## config.mk

```make
export PLATFORM = sky130hd
export DESIGN_NAME = pla_seq_eval
export DESIGN_NICKNAME = d
export VERILOG_FILES = /design/src/rtl/pla_seq_eval.sv
export SDC_FILE = /design/constraint.sdc
export NUM_CORES = 2
export LEC_CHECK = 0
export CAP_MARGIN = 25
export CORE_UTILIZATION = 55
export DETAILED_ROUTE_END_ITERATION = 8
export PLACE_DENSITY = 0.77
export SLEW_MARGIN = 20
export SYNTH_ARGS = -nofsm -noshare
export SYNTH_HDL_FRONTEND = slang
export SYNTH_SLANG_ARGS = --single-unit
```

## constraint.sdc

```tcl
create_clock -name clk -period 7.8 [get_ports clk]
set_input_delay 1.56 -clock clk [delete_from_list [all_inputs] [get_ports clk]]
set_output_delay 1.56 -clock clk [all_outputs]
set_load 0.01 [all_outputs]
```

## src/rtl/pla_seq_eval.sv

```systemverilog
// Programmable sum-of-products evaluator: loadable cube table scanned LANES cubes per
// cycle against one translated input vector, with valid/ready handshakes on both sides.
module pla_seq_eval #(
   parameter int N_IN       = 9,
   parameter int N_OUT      = 1,
   parameter int N_CUBES    = 64,
   parameter int LANES      = 4,
   parameter int EARLY_EXIT = 0
) (
   input  logic                       clk,
   input  logic                       rst_n,
   input  logic                       cfg_we,
   input  logic [$clog2(N_CUBES)-1:0] cfg_addr,
   input  logic [N_IN-1:0]            cfg_care,
   input  logic [N_IN-1:0]            cfg_val,
   input  logic [N_OUT-1:0]           cfg_out,
   input  logic                       shift_we,
   input  logic [N_IN-1:0]            shift_vec,
   input  logic                       in_valid,
   output logic                       in_ready,
   input  logic [N_IN-1:0]            in_x,
   output logic                       out_valid,
   input  logic                       out_ready,
   output logic [N_OUT-1:0]           out_y,
   output logic                       busy
);

   localparam int B  = N_CUBES / LANES;
   localparam int AW = $clog2(N_CUBES);
   localparam int BW = (B > 1) ? $clog2(B) : 1;

   typedef enum logic [1:0] {IDLE, SCAN, DONE} state_t;

   state_t            state_q, state_nxt;
   logic [BW-1:0]     beat_q;
   logic [N_OUT-1:0]  acc_q;
   logic [N_OUT-1:0]  acc_nxt;
   logic [N_OUT-1:0]  beat_hit;
   logic [N_IN-1:0]   xs_q;
   logic [N_IN-1:0]   shift_q;
   logic [N_IN-1:0]   care_q [N_CUBES];
   logic [N_IN-1:0]   val_q  [N_CUBES];
   logic [N_OUT-1:0]  out_q  [N_CUBES];
   logic [AW-1:0]     idx;
   logic              accept;
   logic              last_beat;
   logic              saturated;

   assign accept    = in_valid && (state_q == IDLE);
   assign last_beat = (beat_q == BW'(B - 1));
   assign acc_nxt   = acc_q | beat_hit;
   assign saturated = (EARLY_EXIT != 0) && (&acc_nxt);

   // Matches of the LANES cubes addressed by the current beat
   always_comb begin
      beat_hit = '0;
      idx      = '0;
      for (int l = 0; l < LANES; l++) begin
         idx = AW'(int'(beat_q) * LANES + l);
         if ((xs_q & care_q[idx]) == (val_q[idx] & care_q[idx]))
            beat_hit = beat_hit | out_q[idx];
      end
   end

   always_ff @(posedge clk or negedge rst_n) begin
      if (!rst_n) state_q <= IDLE;
      else        state_q <= state_nxt;
   end

   always_comb begin
      state_nxt = state_q;
      case (state_q)
         IDLE:    if (in_valid)                state_nxt = SCAN;
         SCAN:    if (last_beat || saturated)  state_nxt = DONE;
         DONE:    if (out_ready)               state_nxt = IDLE;
         default:                              state_nxt = IDLE;
      endcase
   end

   always_comb begin
      in_ready  = (state_q == IDLE);
      out_valid = (state_q == DONE);
      busy      = (state_q != IDLE);
   end

   always_ff @(posedge clk or negedge rst_n) begin
      if (!rst_n) begin
         beat_q <= '0;
         acc_q  <= '0;
      end else if (accept) begin
         beat_q <= '0;
         acc_q  <= '0;
      end else if (state_q == SCAN) begin
         acc_q <= acc_nxt;
         if (!last_beat) beat_q <= beat_q + BW'(1);
      end
   end

   // Translated vector is captured with the shift value in force before any same-cycle write
   always_ff @(posedge clk) begin
      if (accept) xs_q <= in_x ^ shift_q;
   end

   always_ff @(posedge clk or negedge rst_n) begin
      if (!rst_n) begin
         shift_q <= '0;
         for (int k = 0; k < N_CUBES; k++) begin
            care_q[k] <= '0;
            val_q[k]  <= '0;
            out_q[k]  <= '0;
         end
      end else if (!busy) begin
         if (shift_we) shift_q <= shift_vec;
         if (cfg_we) begin
            care_q[cfg_addr] <= cfg_care;
            val_q[cfg_addr]  <= cfg_val;
            out_q[cfg_addr]  <= cfg_out;
         end
      end
   end

   assign out_y = acc_q;

endmodule

```

Word-level counts from Yosys, hierarchy flattened --
Cells that the tools add are included.
Cells by class: magnitude comparators 6, mux-type cells 56, bitwise gates (word level) 19, equality and inequality tests 11, $add $sub $neg 4, reduce and logical (&&, ||, !) cells 9
Operator list (count):
- $bwmux W576 | 2
- $bmux W9 S6 | 8
- $mux W9 | 17
- $and A9 B9 Y9 | 8
- $bwmux W64 | 1
- $demux W9 S6 | 1
- $eq A9 B9 Y1 | 4
- $ge A7 B7 Y1 const B | 5
- $not A6 Y7 | 5
- $bmux W1 S6 | 4
- $mux W1 | 15
- $add A6 B2 Y6 const B | 2
- $mux W4 | 3
- $xor A9 B9 Y9 | 1
- $lt A7 B1 Y1 const B | 1
- $add A6 B1 Y6 const B | 1
- $demux W1 S6 | 1
- $mux W2 | 3
- $ne A2 B2 Y1 const B | 3
- $pmux W2 S3 | 1
- $reduce_and A2 Y1 | 3
- $add A4 B1 Y4 const B | 1
- $eq A4 B4 Y1 const B | 1
- $or A1 B1 Y1 | 4
- other kinds (8) | 10
Storage, ports and cells: flip-flop bits (word level) 1241, input bits 49, output and inout port bits 4

Logic depth before layout (Yosys ltp) --
depth in word-level cells 16, gate-level depth with buffers 13

Worst setup path before layout --
OpenSTA, ideal clock, no wires.
path type in2reg, from input port cfg_addr[5], to register care_q[72] (netlist name), setup slack 4.272 ns, arrival time 3.403 ns, data required time 7.675 ns, buffers on the path 2, stages 6, cell sequence buf_1 > nand2_1 > or2_2 > nor2_1 > clkbuf_1 > mux2_2
Between the ends: cells in the longest elaborated chain, start to end 6
RTL lines:
- start, declared | line 13 | input logic [$clog2(N_CUBES)-1:0] cfg_addr,
- $not A6 Y7 (implied by the code) * | line 115 | care_q[cfg_addr] <= cfg_care;
- $ge A7 B7 Y1 (implied by the code) / $lt A7 B1 Y1 (equally long branches) | line 115
- $logic_and A1 B1 Y1 (implied by the code) | line 115
- $mux W9 (implied by the code) | line 115
- $demux W9 S6 * | line 115
- $bwmux W576 * | line 115
- end signal, assigned by index | line 115
- end, declared | line 41 | logic [N_IN-1:0] care_q [N_CUBES];
Mark *: on every way between the ends. The rest lies on a longest branch, timed or not. A chain may end at the register's enable or synchronous reset.

Final worst setup path --
from register beat_q[0], to register acc_q (netlist: out_y)
Between the ends: cells in the longest elaborated chain, start to end 16
RTL lines:
- start, declared | line 35 | logic [BW-1:0] beat_q;
- start signal, assigned | line 95 | if (!last_beat) beat_q <= beat_q + BW'(1);
- branches (longest 12 deep; another with $add A6 B1 Y6)
- $mux W1 * | line 60 | if ((xs_q & care_q[idx]) == (val_q[idx] & care_q[idx]))
- $or A1 B1 Y1 * | line 51 | assign acc_nxt = acc_q | beat_hit;
- $mux W1 * | line 93 | end else if (state_q == SCAN) begin
- $mux W1 * | line 90 | end else if (accept) begin
- end signal, assigned | line 94 | acc_q <= acc_nxt;
- end, declared | line 36 | logic [N_OUT-1:0] acc_q;
Every way passes the cells marked *. The select of a mux whose other input is x is not followed.

==> impl_metrics.tcl <==
set metrics [dict create \
    grt-ovfl-total 0 \
    final_area_sq_mm 0.0622 \
    status "completed" \
    maxCapViolations 0 \
    syn_area_per_cell_sq_um 15.9 \
    n_fill_cell 7420 \
    routed-via-count 31663 \
    hold_buffers 0 \
    grt_pass1_wl_um 211000 \
    synthCells 3537 \
    synth_nets 3587 \
    yosys-top-cells-area "dfrtp_1 (55%), mux2_2 (24%), mux4_2 (13%)" \
    wl_um 137000 \
    rows 117 \
    insertion_delay_ns 0.71 \
    coreArea_sq_mm 0.102 \
    cts_resized 0 \
    setup_viol 0 \
    drtIter0Drc 2524 \
    path_max_fanout 95 \
    synth_edf_count 9 \
    wl_per_cell_um 27.6 \
    ys.flop_type "dfrtp_1" \
    clk_pin_slew_worst_paths_ns 0.06 \
    hold_class "flip-flop to flip-flop" \
    critPathCaptureType "flip-flop" \
    synth_common_cells "dfrtp_1 (1232), mux2_2 (1225), mux4_2 (319)" \
    crit_slowest_cell "dfrtp_4" \
    cp_cell_sequence "buf_12 > mux4_2 > mux4_2 > nand4b_1 > o2111ai_1 > nor4b_1 > a41oi_1 > a41oi_1" \
    worstPathRequired_ns 8.41 \
    yosysMostFrequentCell "dfrtp_1" \
    power.density_mw_per_mm2 283 \
    whs_path_depth 1 \
    cts_tree "yes" \
    max_freq_ghz 0.220 \
    crit_type "flip-flop to flip-flop" \
    p_leak_nw 30.0 \
    critical_path.max_stage_delay_ns 0.88 \
    grt_util_all_layers_pct 27.1 \
    io_buffers 52 \
    area_growth_pct 10.4 \
    die_h_um 322 \
    r2r_slack_ns 3.25 \
    avgViaCountPerCell 6.39 \
    die_area_sq_mm 0.104 \
    post-dp-hpwl_um 78900 \
    ys_types 57 \
    drt_pass1_iterations 5 \
    utilization_pct 61.2 \
    clock-sinks 1241 \
    async_reset_ff_share_pct 99.3 \
    finalCritPeriodShare_pct 58.4 \
    io_pins 53 \
    place.gp.congestion 0.810 \
    synth_top_area_share_pct 54.7 \
    cts-root-buf "clkbuf_16" \
    critPathArrivalTime_ns 5.17 \
    finalWorstSetupSlack_ns 3.25 \
    synth_largest_area_cell "dfrtp_1" \
    die_w_um 322 \
    place_area_sq_mm 0.0582 \
    drive_gt1_share_pct 52.4 \
    maxSlewViolCount 0 \
    synth-seq-cells 1241 \
    yosysSeqAreaShare_pct 55.1 \
    antenna_found_initial 7 \
    slew-limit-headroom_pct 22.0 \
    pre_cts_slack_ns 3.06 \
    drc 0 \
    antenna_left 0 \
    finalNetCount 3538 \
    postCtsSetupRepairBufs 0 \
    rsz0062_at_grt "false" \
    fin_crit_ns 4.55 \
    fin_skew_ns 0.0177 \
    cts_made_buffers 119 \
    setup_tns_ns 0 \
    grt_max_degree 189 \
    netlist_area_sq_mm 0.0564 \
    r2r_cells 8 \
    cp-start-kind "flip-flop" \
    worst_pin_slew_ns 1.14 \
    vdd_drop_max_mv 0.451 \
    initial_core_util_pct 55.4 \
    cts_max_level 3 \
    yosysWarnings 0 \
    finalHoldViolations 0 \
    clockBufferDepth 3 \
    first_global_vias 32767 \
]
==> where the power goes <==
part / internal, W / switching (W) / total [W] / leakage (nW)
registers: 0.00715 / 0.000568 / 0.00772 / 17.1
logic: 0.00194 / 0.00211 / 0.00405 / 11.0
clock network: 0.00340 / 0.00246 / 0.00586 / 1.97
total: 0.0125 / 0.00514 / 0.0176 / 30.0
==> worst max-delay path, delay by kind of cell, from the launching register on <==
family	cells	cell delay, ns
flip-flops	1	0.88
multiplexers	2	1.20
AO/OA/AOI/OAI	3	0.61
buffers and inverters	1	0.67
AND/OR/NAND/NOR	2	0.99
==> layer usage <==
metal / GRT usage [%] / up-vias / part of all wire [%]
li1: - / 13086 / -
met5: 0 / - / 0.018
met4: 6.83 / 4 / 2.3
met1: 40.2 / 17434 / 44
met2: 42.0 / 936 / 47
met3: 4.51 / 203 / 6.3
==> sequential cells by signal (all words and copies together) (netlist names) <==
register,cells
care_q,576
val_q,576
out_q,64
shift_q,9
xs_q,9
beat_q,4
state_q,2
out_y,1
==> layout by cell type (no fill, tap or decap), types with 26 or more instances in the layout <==
cell,instances
mux4_2,319
a22oi_1,26
dfrtp_1,1228
clkbuf_8,35
clkdlybuf4s50_1,32
xor2_1,28
nor2_1,31
buf_4,70
mux2_2,1225
clkbuf_1,30
nand2_1,71
clkbuf_16,123
mux2i_1,64
==> final timing paths <==
| path | start | end |
|---|---|---|
| worst min register to register | care_q[231] | care_q[231] |
| max in group asynchronous | rst_n | care_q[228] |
| worst max-delay path | beat_q[0] | out_y |
| worst min-delay path | care_q[231] | care_q[231] |
| worst max register to register | beat_q[0] | out_y |
| min in group asynchronous | rst_n | care_q[166] |
==> layout make-up <==
| class | count | area, sq um | area share [%] |
|---|---|---|---|
| Antenna cell | 3 | 7.51 | 0.0121 |
| Clock inverter | 28 | 314 | 0.505 |
| Clock buffer | 188 | 3670 | 5.90 |
| Multi-Input combinational cell | 1971 | 24000 | 38.5 |
| Timing Repair Buffer | 145 | 1420 | 2.27 |
| Sequential cell | 1241 | 31100 | 50.0 |
| Tap cell | 1368 | 1710 | 2.75 |
| Inverter | 10 | 40.0 | 0.0643 |
==> logic make-up (layout without fill, tap and decap cells) <==
family | after synthesis | after routing | synth area share [%]
multiplexers | 1608 | 1608 | 38.3
AND/OR/NAND/NOR | 200 | 200 | 1.74
other | 0 | 3 | 0
buffers and inverters | 325 | 371 | 2.53
AO/OA/AOI/OAI | 117 | 117 | 1.52
adder cells (fa/ha/maj) | 1 | 1 | 0.0222
XOR/XNOR | 45 | 45 | 0.699
flip-flops | 1241 | 1241 | 55.1
==> stage by stage <==
stage          cells  hold WS (ns)  power (W)
2_1_floorplan   3537         0.474     0.0106
3_3_place_gp    4722         0.482     0.0118
3_5_place_dp    4730         0.487     0.0119
4_1_cts         4946         0.500     0.0177
5_1_grt         4952         0.506     0.0183
6_report        4954         0.499     0.0176
Note: power is estimated with default switching activity, not from simulation.
